==> src/rtl/clk_tick_gen.sv <==
// Multi-channel programmable tick / divided-clock generator.
// Each channel counts D cycles per tick; divisor updates are staged and applied at a period boundary.
module clk_tick_gen #(
   parameter  int N_CH           = 4,
   parameter  int DIV_W          = 27,
   parameter  int INPUT_CLK_FREQ = 100_000_000,
   parameter  int DEF_OUT_FREQ   = 10,
   localparam int CH_W           = $clog2(N_CH)
) (
   input  logic              clk,
   input  logic              rst_n,
   input  logic [N_CH-1:0]   en,
   input  logic              sync_clr,
   input  logic              wr_en,
   input  logic [CH_W-1:0]   wr_ch,
   input  logic [DIV_W-1:0]  wr_div,
   output logic              wr_err,
   output logic [N_CH-1:0]   pend,
   output logic [N_CH-1:0]   tick_o,
   output logic [N_CH-1:0]   clk_o
);

   localparam logic [DIV_W-1:0] DEF_DIV = DIV_W'(INPUT_CLK_FREQ / DEF_OUT_FREQ / 2);
   localparam logic [DIV_W-1:0] ONE     = DIV_W'(1);
   localparam logic [DIV_W-1:0] ZERO    = DIV_W'(0);

   logic [DIV_W-1:0] cnt_q      [N_CH];
   logic [DIV_W-1:0] cnt_d      [N_CH];
   logic [DIV_W-1:0] div_act_q  [N_CH];
   logic [DIV_W-1:0] div_act_d  [N_CH];
   logic [DIV_W-1:0] div_pend_q [N_CH];
   logic [DIV_W-1:0] div_pend_d [N_CH];
   logic [N_CH-1:0]  pend_q;
   logic [N_CH-1:0]  pend_d;
   logic [N_CH-1:0]  tick_q;
   logic [N_CH-1:0]  tick_d;
   logic [N_CH-1:0]  clk_q;
   logic [N_CH-1:0]  clk_d;
   logic             wr_err_q;
   logic             wr_err_d;
   logic             wr_ok_s;
   logic [N_CH-1:0]  wr_hit_s;
   logic [N_CH-1:0]  term_s;

   // Write qualification: zero divisor or out-of-range channel is rejected.
   always_comb begin
      wr_ok_s  = 1'b0;
      wr_err_d = 1'b0;
      if (wr_en) begin
         if ((wr_div != ZERO) && (int'(wr_ch) < N_CH)) begin
            wr_ok_s = 1'b1;
         end else begin
            wr_err_d = 1'b1;
         end
      end else begin
         wr_ok_s  = 1'b0;
         wr_err_d = 1'b0;
      end
   end

   // Per-channel write hit and terminal-count decode.
   always_comb begin
      for (int c = 0; c < N_CH; c++) begin
         wr_hit_s[c] = wr_ok_s && (int'(wr_ch) == c);
         term_s[c]   = (cnt_q[c] == (div_act_q[c] - ONE));
      end
   end

   // Per-channel next state; priority is sync_clr, then disable, then counting.
   always_comb begin
      for (int c = 0; c < N_CH; c++) begin
         cnt_d[c]      = cnt_q[c];
         div_act_d[c]  = div_act_q[c];
         div_pend_d[c] = div_pend_q[c];
         pend_d[c]     = pend_q[c];
         tick_d[c]     = 1'b0;
         clk_d[c]      = clk_q[c];

         if (sync_clr) begin
            cnt_d[c]  = ZERO;
            clk_d[c]  = 1'b0;
            pend_d[c] = 1'b0;
            if (wr_hit_s[c]) begin
               div_act_d[c] = wr_div;
            end else if (pend_q[c]) begin
               div_act_d[c] = div_pend_q[c];
            end else begin
               div_act_d[c] = div_act_q[c];
            end
         end else if (!en[c]) begin
            // A divisor change while idle restarts the period so cnt stays below the new D.
            pend_d[c] = 1'b0;
            if (wr_hit_s[c]) begin
               div_act_d[c] = wr_div;
               cnt_d[c]     = ZERO;
            end else if (pend_q[c]) begin
               div_act_d[c] = div_pend_q[c];
               cnt_d[c]     = ZERO;
            end else begin
               div_act_d[c] = div_act_q[c];
               cnt_d[c]     = cnt_q[c];
            end
         end else if (term_s[c]) begin
            cnt_d[c]  = ZERO;
            tick_d[c] = 1'b1;
            clk_d[c]  = ~clk_q[c];
            if (pend_q[c]) begin
               div_act_d[c] = div_pend_q[c];
            end else begin
               div_act_d[c] = div_act_q[c];
            end
            // A write landing on the boundary waits for the next one.
            if (wr_hit_s[c]) begin
               div_pend_d[c] = wr_div;
               pend_d[c]     = 1'b1;
            end else begin
               pend_d[c]     = 1'b0;
            end
         end else begin
            cnt_d[c] = cnt_q[c] + ONE;
            if (wr_hit_s[c]) begin
               div_pend_d[c] = wr_div;
               pend_d[c]     = 1'b1;
            end else begin
               div_pend_d[c] = div_pend_q[c];
               pend_d[c]     = pend_q[c];
            end
         end
      end
   end

   // State and output registers with synchronous active-low reset.
   always_ff @(posedge clk) begin
      if (!rst_n) begin
         for (int c = 0; c < N_CH; c++) begin
            cnt_q[c]      <= ZERO;
            div_act_q[c]  <= DEF_DIV;
            div_pend_q[c] <= DEF_DIV;
         end
         pend_q   <= '0;
         tick_q   <= '0;
         clk_q    <= '0;
         wr_err_q <= 1'b0;
      end else begin
         for (int c = 0; c < N_CH; c++) begin
            cnt_q[c]      <= cnt_d[c];
            div_act_q[c]  <= div_act_d[c];
            div_pend_q[c] <= div_pend_d[c];
         end
         pend_q   <= pend_d;
         tick_q   <= tick_d;
         clk_q    <= clk_d;
         wr_err_q <= wr_err_d;
      end
   end

   assign wr_err = wr_err_q;
   assign pend   = pend_q;
   assign tick_o = tick_q;
   assign clk_o  = clk_q;

endmodule

==> config.mk <==
export PLATFORM = sky130hd
export DESIGN_NAME = clk_tick_gen
export DESIGN_NICKNAME = d
export VERILOG_FILES = /design/src/rtl/clk_tick_gen.sv
export SDC_FILE = /design/constraint.sdc
export NUM_CORES = 1
export LEC_CHECK = 0
export CORE_ASPECT_RATIO = 0.75
export CORE_MARGIN = 5
export CORE_UTILIZATION = 40
export CTS_CLUSTER_DIAMETER = 40
export CTS_CLUSTER_SIZE = 30
export DETAILED_ROUTE_END_ITERATION = 8
export PLACE_DENSITY = 0.68
export SLEW_MARGIN = 5
export SYNTH_ARGS = -nofsm -noshare
export SYNTH_HDL_FRONTEND = slang
export SYNTH_SLANG_ARGS = --single-unit
==> constraint.sdc <==
create_clock -name clk -period 5.8 [get_ports clk]
set_clock_uncertainty 0.2 [all_clocks]
set_input_delay 1.16 -clock clk [delete_from_list [all_inputs] [get_ports clk]]
set_output_delay 1.16 -clock clk [all_outputs]
set_load 0.005 [all_outputs]
* Yosys cells after proc, flatten, opt, wreduce, memory -nomap -nowiden *
Memories as Yosys holds them, arrays and structs flattened.
Index checks and enable logic that the tools add are counted.

word-level totals
  bits in registers = 13
  RAM bits = 324
  memories = 3

cells by class
  $add $sub $neg = 8
  equal/unequal tests = 7
  muxes and demuxes = 85
  bitwise gates (word level) = 21
  reduce and logical (&&, ||, !) cells = 20

memory list
  name        words  bits a word  read ports  clocked after memory_dff  wr ports  RTL line  text
  cnt_q       4      27           4           0                         4         27        logic [DIV_W-1:0] cnt_q [N_CH];
  div_act_q   4      27           4           0                         4         29        logic [DIV_W-1:0] div_act_q [N_CH];
  div_pend_q  4      27           4           0                         4         31        logic [DIV_W-1:0] div_pend_q [N_CH];

operator list
  cell                     count
  $mux W27                 64
  $add A27 B1 Y27 const B  4
  $eq A27 B27 Y1           4
  $sub A27 B1 Y27 const B  4
  $reduce_bool A27 Y1      1
  $mux W1                  21
  $or A1 B1 Y1             12
  $reduce_or A3 Y1         4
  $reduce_and A2 Y1        5
  $not A1 Y1               9
  $reduce_bool A2 Y1       4
  $eq A2 B2 Y1 const B     2
  $logic_and A1 B1 Y1      4
  $eq A2 B1 Y1 const B     1
  $logic_not A2 Y1         1
  $reduce_or A2 Y1         1

* Logic depth before layout (Yosys ltp) *
  depth in word-level cells = 8
  gate-level depth with buffers = 15
  gate-level depth less buffers = 11

* Worst setup path before layout *
OpenSTA, ideal clock, no wires.

  path type = reg2reg
  start = mem div_act_q[3][2]
  end = mem cnt_q[3][11]
  data arrival time = 3.586 ns
  data required time = 5.480 ns
  path slack = 1.894 ns
  cell stages (with the launch flop) = 14
  period minus slack after synthesis = 3.906 ns
  path through = dfxtp_1 > buf_2 > or4_4 > buf_6 > or3_1 > buf_2 > a2111oi_4 > o22ai_1 > or4_1 > or4_4 > o21ai_4 > buf_6 > nor2_1 > a211o_1

RTL lines
  element          RTL line
  start, declared  29
  end, declared    27

==> flow_summary.toml <==
[critical_path]
crit_chain = "or4_1 -> or3_1 -> a2111oi_4 -> o22ai_1 -> or4_1 -> or4_4 -> o21ai_4 -> nor2_1 -> a211o_1"
cp_max_fo = 34
critPathLaunchType = "flip-flop"
crit_path_max_incr_delay_ns = 0.74
worstPathArrival_ns = 5.04
path_class = "reg2reg"
cp_common_cell = "or4_1"
slowest_stage = "or4_1"
required_ns = 6.04
cp_num_buf_inv = 0
critical_path.top_delay_family = "simple AND/OR/NAND/NOR gates"
endpoint_kind = "flip-flop"

[power_and_ir_drop]
p_total_w = 0.005648
pwr-share-seq = 0.432
ir_drop_mv = 0.1710
leakagePower_nw = 7.753
p_sw_frac = 0.2849
p_comb_frac = 0.094
intPower_w = 0.004039
clkPwrFrac = 0.474
p_sw_w = 0.001609
p_per_area_nw_per_um2 = 252.7

[clock_network]
cts-htree-levels = 2
clock_latency_ns = 0.56
cts_root_buffer = "clkbuf_16"
ctsResizeCount = 0
ctsHoldBuffers = 0
cts.path.max_buffers = 3
clk_pin_slew_ns = 0.07
cts_buffers = 40
cts_setup_buffers = 0
cts_tree = "done"
cts_sinks = 337

[yosys]
syn_area_sq_um = 20140
yosysMostFrequentCell = "nand2_1"
syn-num-nets = 2636
synth_enable_flop_cells = 0
synthArstFlopShare = 0
synth_commonest_cells = "nand2_1 (461), dfxtp_1 (337), clkbuf_1 (203)"
yosysWarnings = 0
ys_ff_latch = 337
ys_types = 79
yosys.area.top_type_share = 0.3351
seq_area_frac_synth = 0.3351
synth.area.top_cells = "dfxtp_1 (34%), nand2_1 (8.6%), mux2i_1 (7.9%)"
yosys.area.top_type = "dfxtp_1"
synthCells = 2591
ys.flop_type = "dfxtp_1"
synth_area_per_cell_sq_um = 7.771

[hold_path]
hold_path.class = "reg2reg"

[die]
start_util = 0.4026
die_x_um = 269.1
coreArea_sq_um = 50010
pin_count = 50
die-area_sq_um = 54970
die_h_um = 204.3
fp-row-count = 71

[timing]
max_freq_ghz = 0.2083
slew_violations = 0
hold_viol = 0
tightest_slew_ns = 1.298
relSlewSlack = 0.1347
rsz0062_at_grt = "no"
fin_crit_sh = 0.8277
setup_viol = 0
period_needed_ns = 4.801
fin_setup_tns_ns = 0

[global_routing]
grt_pass1_vias = 17168
grt-ovfl-total = 0
grt_pass1_wl_mm = 93.79
grt_max_degree = 103
antenna_found_initial = 2
grt_use_total = 0.2072

[routing]
drtPass1Iterations = 7
viasPerCell = 5.953
num_vias = 18960
dr.first_iter.drc_count = 1872
wl_mm = 59.27
drc = 0
route.antenna.remaining_nets = 0
wire_per_inst_um = 18.61

[placed_design]
gp_congestion = 0.9198
place_hpwl_mm = 41.17
place_inst = 3113
port_buffers = 49

[layout]
fillCellCount = 4796
syn_to_final_growth_pct = 11.02
drive_above_1_share = 0.07041
antenna_cells = 0
layout.nets = 2543
fin_cells = 3185

[run]
maxCapViolations = 0

[outcome]
status = "finished, final reports clean"
==> per-stage QoR <==
stage | setup WS [ns] | hold WS (ns) | util | instance area (sq um)
detailed placement | 0.6677 | 0.2588 | 0.4191 | 20960
global placement | 0.6633 | 0.2494 | 0.4191 | 20960
finish | 0.9995 | 0.2665 | 0.4470 | 22350
floorplan | 1.894 | 0.2403 | - | 20140
CTS | 1.054 | 0.2687 | 0.4470 | 22350
global route | 0.7233 | 0.2831 | 0.4470 | 22350
==> tightest hold or removal path: cells and delay by family (launching register included) <==
kind | cells | cell delay, ns
AOI/OAI and AO/OA | 1 | 0.06
and+or+nand+nor | 1 | 0.05
DFF | 1 | 0.31
==> layout by cell type (no fill, tap or decap), types with 43 or more instances in the layout <==
| cell | Yosys | layout |
|---|---|---|
| nor2_1 | 127 | 126 |
| xor2_1 | 66 | 66 |
| nand3_1 | 143 | 143 |
| o21ai_0 | 132 | 132 |
| xnor2_1 | 87 | 87 |
| clkdlybuf4s50_1 | 0 | 48 |
| nand2_1 | 461 | 461 |
| nor3_1 | 62 | 62 |
| nor4_1 | 45 | 43 |
| mux2i_1 | 159 | 159 |
| a21oi_1 | 72 | 69 |
| buf_4 | 2 | 52 |
| dfxtp_1 | 337 | 334 |
| o211ai_1 | 46 | 46 |
| a21boi_0 | 77 | 77 |
==> power by group through the flow <==
stage / Sequential, W / Combinational (W) / Clock, W
final: 0.00244 / 0.000533 / 0.00268
after global routing: 0.00244 / 0.000578 / 0.00283
after CTS: 0.00244 / 0.000522 / 0.00272
after detailed placement: 0.00249 / 0.000519 / 0
after global placement: 0.00249 / 0.000503 / 0
after floorplan: 0.00245 / 0.000389 / 0
==> worst paths after layout <==
kind,end,from,slack (ns),depth (start not counted)
setup / recovery,cnt_q[3][16]$_SDFFE_PP0P_,div_act_q[3][4]$_SDFFE_PN0P_,1.0,9
hold reg to reg,div_pend_q[2][16]$_SDFFE_PN0P_,div_pend_q[2][16]$_SDFFE_PN0P_,0.27,2
hold / removal,div_pend_q[2][16]$_SDFFE_PN0P_,div_pend_q[2][16]$_SDFFE_PN0P_,0.27,2
setup reg to reg,cnt_q[3][16]$_SDFFE_PP0P_,div_act_q[3][4]$_SDFFE_PN0P_,1.0,9
==> final cells by class <==
| type | count | area, sq um | area share |
|---|---|---|---|
| clock inverter | 29 | 347.8 | 0.01556 |
| timing repair buffer | 101 | 882.1 | 0.03946 |
| multi-input combinational | 1984 | 12380 | 0.5538 |
| sequential | 337 | 6750 | 0.3020 |
| tap | 657 | 822.0 | 0.03677 |
| inverter | 34 | 127.6 | 0.005709 |
| clock buffer | 43 | 1044 | 0.04668 |
==> flip-flops by register name, indices dropped and copies added (netlist names) <==
signal	flops
clk_o	4
cnt_q	108
div_act_q	108
div_pend_q	108
pend	4
tick_o	4
wr_err	1
==> logic make-up (layout without fill, tap and decap cells) <==
group,Yosys count,after routing,synth area share
XOR/XNOR,153,153,0.06655
multiplexers,161,161,0.08072
adder cells (fa/ha/maj),8,8,0.004971
AO/OA/AOI/OAI,556,556,0.1928
AND/OR/NAND/NOR,1106,1106,0.2664
flip-flops,337,337,0.3351
buffers and inverters,270,207,0.05350
==> per-layer routing <==
metal,vias to the layer above,wire length [um],global-route usage
met2,643,25020,0.3022
met4,2,1521,0.05803
met5,-,13,0
met3,93,4325,0.03538
li1,9092,-,-
met1,9130,28400,0.3129
Note: power is estimated with default switching activity, not from simulation.
==> RTL change (same flow settings) <==
Change the parameter `DIV_W` from 27 to 35.
--- a/src/rtl/clk_tick_gen.sv
+++ b/src/rtl/clk_tick_gen.sv
@@ -2,7 +2,7 @@
 // Each channel counts D cycles per tick; divisor updates are staged and applied at a period boundary.
 module clk_tick_gen #(
    parameter  int N_CH           = 4,
-   parameter  int DIV_W          = 27,
+   parameter  int DIV_W          = 35,
    parameter  int INPUT_CLK_FREQ = 100_000_000,
    parameter  int DEF_OUT_FREQ   = 10,
    localparam int CH_W           = $clog2(N_CH)
Ports: changed (resized wr_div); port bits go from 50 to 58. The function was not compared with the original's and may differ.
==> RTL change against the original RTL <==
Worst setup slack got worse by 12 ps. Global-route usage is 0.16 points higher. Synthesized area rose by 33%. Sequential cell count is 96 higher. Largest power group unchanged. Maximum frequency decreased by 0.25%. Wire length up 33%. Critical path type unchanged. Die area increased by 31%. Combinational power is 40% higher. Final cell count grew 34%. Count of clock-buffer cells in the layout rose by 28. Cell area rose by 33%. Power grew 36%. Critical path depth rose by 1.
==> RTL change: results <==
group,metric,value,unit
layout,nets,3383,
layout,buffers,123,
layout,comb.multi_input.count,2656,
layout,num-fill-cells,6530,
place,io_buffers,57,
routing,vias_per_cell,5.76,
cts,clkSinkCount,433,
critical_path,reg2reg_depth,10,
synth,seq_area_frac_synth,0.324,
worst_hold_path,min_to,"div_pend_q[0][5]",
die,die_area,72200,um^2
grt,grt_pass1_wl,124000,um
place,gp_congestion,0.932,
routing,routedWlPerCell,18.5,um
cts,cts_buffers,59,
layout,layout-drive-gt1-share,0.0746,
layout,clock_buffers,71,
critical_path,cp-startpoint,"div_act_q[1][2]",
place,dp_hpwl,53500,um
place,postPlaceCellArea,27700,um^2
layout,clkCellAreaFrac,0.0696,
grt,grt_pass1_vias,21690,
synth,synthTopCellsByArea,"dfxtp_1 32%, nand2_1 8.6%, mux2i_1 8.6%",
cts,clk_latency,630,ps
critical_path,r2r_end,"div_act_q[1][14]",
status,status,"complete, no violations",
critical_path,worstPathArrival,5080,ps
power_and_ir_drop,peakVddDrop,0.227,mV
layout,seq_area,8670,um^2
layout,buf_share,0.0363,
RTL change: kinds of logic after synthesis:
logic type	count (synthesis)	share of synthesized area
adders and majority gates	8	0.00374
muxes	232	0.0869
and+or+nand+nor	1511	0.283
buffers and inverters	367	0.0575
xor gates and xnor gates	194	0.0635
AOI/OAI and AO/OA	711	0.182
DFF	433	0.324
RTL change: per-layer routing:
layer / track usage / up-vias / wire [um]
li1: - / 12015 / -
met5: 0 / - / 7
met3: 0.0524 / 103 / 7570
met4: 0.0463 / 2 / 1450
met2: 0.296 / 807 / 31600
met1: 0.317 / 11620 / 38100
RTL change: worst max-delay path: stages, from the launching register on:
cell	delay [ps]
dfxtp_1	380
nor4_1	810
nand3b_1	560
a221o_1	440
a2111oi_0	440
nand4_1	220
and4b_1	510
nand2b_2	190
buf_4	540
mux2i_1	260
nand2_1	60
RTL change: how the worst max path moves through the flow:
| stage | end | slack, ps |
|---|---|---|
| global placement | cnt_q[1][23] | 920 |
| finish | div_act_q[1][14] | 990 |
| global route | div_act_q[1][22] | 640 |
| floorplan | div_act_q[3][11] | 1970 |
| CTS | cnt_q[3][11] | 1040 |
| detailed placement | cnt_q[1][23] | 870 |
RTL change: through the flow:
step | worst slack [ps] | hold slack (ps) | utilization | std cells | power, mW
after global routing | 636 | 288 | 0.447 | 4262 | 7.97
after CTS | 1040 | 267 | 0.447 | 4262 | 7.74
after global placement | 917 | 252 | 0.416 | 4151 | 3.92
after detailed placement | 874 | 255 | 0.416 | 4151 | 3.93
after floorplan | 1970 | 240 | - | 3456 | 3.70
final | 988 | 264 | 0.447 | 4262 | 7.69
RTL change: power by group:
part	switching, mW	internal, mW	leakage, nW
registers	0.105	3.03	3.51
clock network	1.55	2.26	1.01
logic	0.452	0.292	5.96
